File: src/rtl/exe_seq_ctrl.sv
// -----------------------------------------------------------------------------
// exe_seq_ctrl
//   Execute-stage sequencer between decode and the shared execute datapath
//   (operand muxes + ALU). Accepts one decoded op at a time and drives the ALU
//   op code and operand selects.
//   Non-branch ops take one ALU pass. The result is registered and held for
//   writeback under backpressure.
//   Branch ops use two passes. The first is a compare (rs1 vs rs2). The second
//   is a target add (pc + imm) and runs only when the branch is taken. The
//   outcome is reported as a one-cycle br_valid pulse.
//
// Handshakes (valid/ready): a transfer happens on a rising edge where both
//   valid and ready are 1. A producer holds valid and its payload stable until
//   that transfer. in_ready never depends combinationally on in_valid.
//   out_valid/out_data stay stable until out_ready is seen.
//
// Ports
//   clk, rst (async, active-low), flush (sync abort, highest priority)
//   in_valid/in_ready, in_aluop, in_op1_sel, in_op2_sel, in_is_branch,
//   in_br_type                              : decoded op from decode
//   alu_aluop, alu_op1_sel, alu_op2_sel     : controls to the execute datapath
//   alu_result, alu_eq, alu_less            : combinational ALU outputs
//   out_valid/out_ready, out_data           : non-branch result to writeback
//   br_valid, br_taken, br_target           : branch resolution
//   state_dbg                               : current FSM state for checkers
// -----------------------------------------------------------------------------
module exe_seq_ctrl #(
  parameter int          XLEN      = 64,
  parameter logic [3:0]  ALUOP_CMP = 4'b0001,
  parameter logic [3:0]  ALUOP_ADD = 4'b0000
) (
  input  logic            clk,
  input  logic            rst,
  input  logic            flush,
  input  logic            in_valid,
  output logic            in_ready,
  input  logic [3:0]      in_aluop,
  input  logic            in_op1_sel,
  input  logic            in_op2_sel,
  input  logic            in_is_branch,
  input  logic [1:0]      in_br_type,
  output logic [3:0]      alu_aluop,
  output logic            alu_op1_sel,
  output logic            alu_op2_sel,
  input  logic [XLEN-1:0] alu_result,
  input  logic            alu_eq,
  input  logic            alu_less,
  output logic            out_valid,
  input  logic            out_ready,
  output logic [XLEN-1:0] out_data,
  output logic            br_valid,
  output logic            br_taken,
  output logic [XLEN-1:0] br_target,
  output logic [2:0]      state_dbg
);

  typedef enum logic [2:0] {
    IDLE   = 3'd0,
    EXEC   = 3'd1,
    OUT    = 3'd2,
    BR_CMP = 3'd3,
    BR_TGT = 3'd4
  } state_t;

  localparam logic [1:0] BR_BEQ = 2'b00;
  localparam logic [1:0] BR_BNE = 2'b01;
  localparam logic [1:0] BR_BLT = 2'b10;

  state_t state, state_nxt;

  // Captured op. is_branch is not kept separately: the branch/non-branch
  // choice is already encoded by which state path the FSM takes.
  logic [3:0] op_aluop;
  logic       op_op1_sel;
  logic       op_op2_sel;
  logic [1:0] op_br_type;

  logic fire;
  logic br_cond;

  assign state_dbg = state;

  // A new op can enter only from IDLE, or from OUT in the same cycle the
  // held result leaves. Flush blocks any handshake in its cycle.
  assign in_ready = !flush && ((state == IDLE) || ((state == OUT) && out_ready));
  assign fire     = in_valid && in_ready;

  // Branch condition, evaluated from the ALU flags during the compare pass.
  always_comb begin
    br_cond = 1'b0;
    case (op_br_type)
      BR_BEQ:  br_cond = alu_eq;
      BR_BNE:  br_cond = !alu_eq;
      BR_BLT:  br_cond = alu_less;
      default: br_cond = !alu_less;
    endcase
  end

  // FSM state register
  always_ff @(posedge clk or negedge rst) begin
    if (!rst) state <= IDLE;
    else      state <= state_nxt;
  end

  // FSM next state and datapath controls
  always_comb begin
    state_nxt   = state;
    alu_aluop   = ALUOP_ADD;
    alu_op1_sel = 1'b1;
    alu_op2_sel = 1'b1;
    case (state)
      IDLE: begin
        if (fire) state_nxt = in_is_branch ? BR_CMP : EXEC;
      end
      EXEC: begin
        alu_aluop   = op_aluop;
        alu_op1_sel = op_op1_sel;
        alu_op2_sel = op_op2_sel;
        state_nxt   = OUT;
      end
      OUT: begin
        if (out_ready) begin
          if (fire) state_nxt = in_is_branch ? BR_CMP : EXEC;
          else      state_nxt = IDLE;
        end
      end
      BR_CMP: begin
        alu_aluop   = ALUOP_CMP;
        alu_op1_sel = 1'b1;
        alu_op2_sel = 1'b1;
        state_nxt   = br_cond ? BR_TGT : IDLE;
      end
      BR_TGT: begin
        // Second pass: pc + imm gives the branch target.
        alu_aluop   = ALUOP_ADD;
        alu_op1_sel = 1'b0;
        alu_op2_sel = 1'b0;
        state_nxt   = IDLE;
      end
      default: state_nxt = IDLE;
    endcase
    if (flush) state_nxt = IDLE;
  end

  // Captured op and result registers
  always_ff @(posedge clk or negedge rst) begin
    if (!rst) begin
      op_aluop   <= '0;
      op_op1_sel <= 1'b0;
      op_op2_sel <= 1'b0;
      op_br_type <= '0;
      out_valid  <= 1'b0;
      out_data   <= '0;
      br_valid   <= 1'b0;
      br_taken   <= 1'b0;
      br_target  <= '0;
    end else begin
      // br_valid is a pulse. It is cleared every cycle unless set below.
      br_valid <= 1'b0;
      if (fire) begin
        op_aluop   <= in_aluop;
        op_op1_sel <= in_op1_sel;
        op_op2_sel <= in_op2_sel;
        op_br_type <= in_br_type;
      end
      if (flush) begin
        // Flush drops pending results. out_data and br_target keep their values.
        out_valid <= 1'b0;
        br_taken  <= 1'b0;
      end else begin
        case (state)
          EXEC: begin
            out_valid <= 1'b1;
            out_data  <= alu_result;
          end
          OUT: begin
            if (out_ready) out_valid <= 1'b0;
          end
          BR_CMP: begin
            br_taken <= br_cond;
            // Not taken: resolve now. Taken: resolve after the target pass.
            if (!br_cond) br_valid <= 1'b1;
          end
          BR_TGT: begin
            br_target <= alu_result;
            br_valid  <= 1'b1;
          end
          default: ;
        endcase
      end
    end
  end

endmodule

File: config.mk
export PLATFORM = sky130hd
export DESIGN_NAME = exe_seq_ctrl
export DESIGN_NICKNAME = d
export VERILOG_FILES = /design/src/rtl/exe_seq_ctrl.sv
export SDC_FILE = /design/constraint.sdc
export NUM_CORES = 1
export LEC_CHECK = 0
export CORE_ASPECT_RATIO = 1.4
export CORE_MARGIN = 1
export CORE_UTILIZATION = 35
export CTS_BUF_LIST = sky130_fd_sc_hd__clkbuf_8
export DETAILED_ROUTE_END_ITERATION = 16
export GPL_ROUTABILITY_DRIVEN = 0
export PLACE_DENSITY_LB_ADDON = 0.08
export SLEW_MARGIN = 20
export SYNTH_ARGS = -nofsm -noshare
export SYNTH_HDL_FRONTEND = slang
export SYNTH_SLANG_ARGS = --single-unit
File: constraint.sdc
create_clock -name clk -period 2.5 [get_ports clk]
set_input_delay 0.5 -clock clk [delete_from_list [all_inputs] [get_ports clk]]
set_output_delay 0.5 -clock clk [all_outputs]
set_load 0.01 [all_outputs]
==> run summary <==
Via-to-Cell Ratio: 4.661
initial antenna violation count: 0
Pre-antenna DRT Iters: 4
power per cell area: 869.4 mW/mm^2
Sink Count: 142
instance count on the critical path: 4
Mapped Nets: 412
RR Endpoint: br_target[59]
first-pass GRT wire length: 20.78 mm
pin count of the biggest net entering global routing: 63
f_max: 422.7 MHz
Yosys reg bits: 142
CP cell instances: nand2b_2 -> o21ai_0 -> nand2_1 -> clkdlybuf4s50_1
Setup-failing EPs final: 0
worst-margin pin slew: 0.6085 ns
share of cells above drive strength 1: 0.3172
CTS tree: built
sequential fraction of the synthesis area: 0.6512
VDD IR max: 0.4540 mV
nets: 644
post-route ant nets: 0
Place WS: 0.1480 ns
Critical Path AT: 1.87 ns
die footprint: 0.01610 sq mm
Slowest cell on crit path: clkdlybuf4s50_1
final hold viol count: 0
critical-path maximum fanout: 11
Post-CTS Setup Bufs: 0
drt drc: 0
fin. max-slew vios: 0
Post-Route Setup TNS: 0 ns
final worst setup slack: 0.1341 ns
CTS buffer count: 17
die extent in y: 149.7 microns
status: completed
total gr overflow: 0
highest-count cells in the layout ignoring fill and taps: clkdlybuf4s50_1 (219), dfrtp_1 (140), mux2_2 (136)
CTS Hold Bufs: 0
DP HPWL: 9.299 mm
DR iter-0 viols: 115
std cell rows: 53
root buffer cell: clkbuf_8
Crit Path Class: reg -> out
cell family with most CP delay: buffers and inverters
Tcrit/Tclk final: 0.9463
fillers: 1298
Min Clock Period, post-route: 2.366 ns
worst path bufs/invs: 1
Die X-Extent: 107.5 microns
Hold Path Class: in -> async
Clock Path Buffers: 2
num ports: 221
drt wl/cell: 16.97 microns
H-tree levels: 4
CP Launch Type: flip-flop
worst-case reg-to-reg path depth: 4
commonest non-fill, non-tap cell in the layout: clkdlybuf4s50_1
Yosys cell types: 24
Core Box Area: 0.01512 sq mm
Avg Cell Area, Syn: 16.44 sq um
number of global-route vias before repair: 3920
worst rel slew slack: 0.5943
Synth Instances: 332
Pleak: 3.521 nW
flop-to-flop setup slack: 0.74 ns
Starting Density: 0.3609
all-layer global routing usage: 0.1701
port bufs: 220
drt total wl: 13.05 mm
Worst Path Required: 2.00 ns
vias: 3584
YS warnings: 0
reg-to-reg startpoint: state_dbg[0]
antenna diode count: 0
nature of the critical path endpoint: output pin
clk_skew: 0.01158 ns
area delta synth->final: 53.50%
Clk Latency, worst-skew pair: 0.43 ns
CTS resizes: 1
CP peak stage delay: 0.55 ns
Mapped Area: 0.005456 sq mm
CP endpoint: alu_op2_sel
crit path from: state_dbg[0]
max cap viols: 0
CTS clk-pin slew, worst paths: 0.08 ns
flip-flops by register name, summed over array words and instances, names as in the netlist:
register / cells
br_valid: 1
op_aluop: 4
out_data: 64
op_op2_sel: 1
state_dbg: 3
op_op1_sel: 1
br_target: 64
op_br_type: 2
br_taken: 1
out_valid: 1
cells in the mapped netlist, drive strengths merged:
library cell	number	area [sq um]
a21o	1	7.510
a21oi	1	5.000
a221oi	1	8.760
a41o	1	10.01
and2	3	18.77
and4b	1	10.01
buf	16	135.1
dfrtp	142	3553
inv	3	11.26
mux2	136	1531
mux2i	1	10.01
nand2	3	11.26
nand2b	3	26.27
nand3	2	10.01
nor2	7	26.28
nor2b	1	6.260
nor3	2	26.28
o21ai	5	25.02
o31ai	2	15.01
xor2	1	8.760
worst min-delay path by stage:
stage / slack (ns) / to / from
finish: 0.04 / op_aluop[0] / rst
global route: 0.05 / op_aluop[0] / rst
CTS: 0.05 / op_aluop[1] / rst
detailed placement: 0.49 / out_data[3] / out_data[3]
global placement: 0.48 / op_aluop[3] / op_aluop[3]
floorplan: 0.20 / br_taken / rst
power breakdown:
group / internal, mW / total, mW / switching (mW)
combinational: 1.37 / 2.12 / 0.753
sequential: 2.82 / 3.10 / 0.273
clock: 1.19 / 2.07 / 0.878
total: 5.38 / 7.28 / 1.90
metrics by stage:
| step | instances | cell area [sq um] | total power [mW] | util | hold WS, ns |
|---|---|---|---|---|---|
| floorplan | 332 | 5456 | 3.894 | - | 0.2044 |
| detailed placement | 737 | 7914 | 5.290 | 0.5234 | 0.4943 |
| finish | 769 | 8376 | 7.282 | 0.5540 | 0.04413 |
| global route | 769 | 8376 | 7.666 | 0.5540 | 0.05347 |
| CTS | 769 | 8369 | 7.406 | 0.5535 | 0.04551 |
| global placement | 737 | 7914 | 5.238 | 0.5234 | 0.4809 |
logic make-up (layout without fill, tap and decap cells):
| family | after synthesis | count (layout) | share of synthesized area |
|---|---|---|---|
| AND/OR/NAND/NOR | 22 | 22 | 0.02477 |
| AO/OA/AOI/OAI | 11 | 11 | 0.01307 |
| XOR/XNOR | 1 | 1 | 0.001605 |
| flip-flops | 142 | 142 | 0.6512 |
| buffers and inverters | 19 | 264 | 0.02683 |
| multiplexers | 137 | 137 | 0.2825 |
metal layers:
| metal | wire length, microns | share of wire | vias to the layer above | track usage |
|---|---|---|---|---|
| met3 | 1058 | 0.081 | 11 | 0.06228 |
| met5 | 0 | 0 | - | 0 |
| met1 | 5056 | 0.39 | 1814 | 0.1928 |
| li1 | - | - | 1636 | - |
| met4 | 151 | 0.012 | 0 | 0.06164 |
| met2 | 6785 | 0.52 | 123 | 0.2913 |
cell type report:
cell class	count	area (sq um)	area share
inverter	3	11.26	0.001344
clock buffer	17	234.0	0.02794
tap	192	240.2	0.02868
clock inverter	15	220.2	0.02629
timing repair buffer	229	2346	0.2801
multi-input combinational	171	1768	0.2111
sequential	142	3556	0.4246
Power figures use the tool's default switching activity.
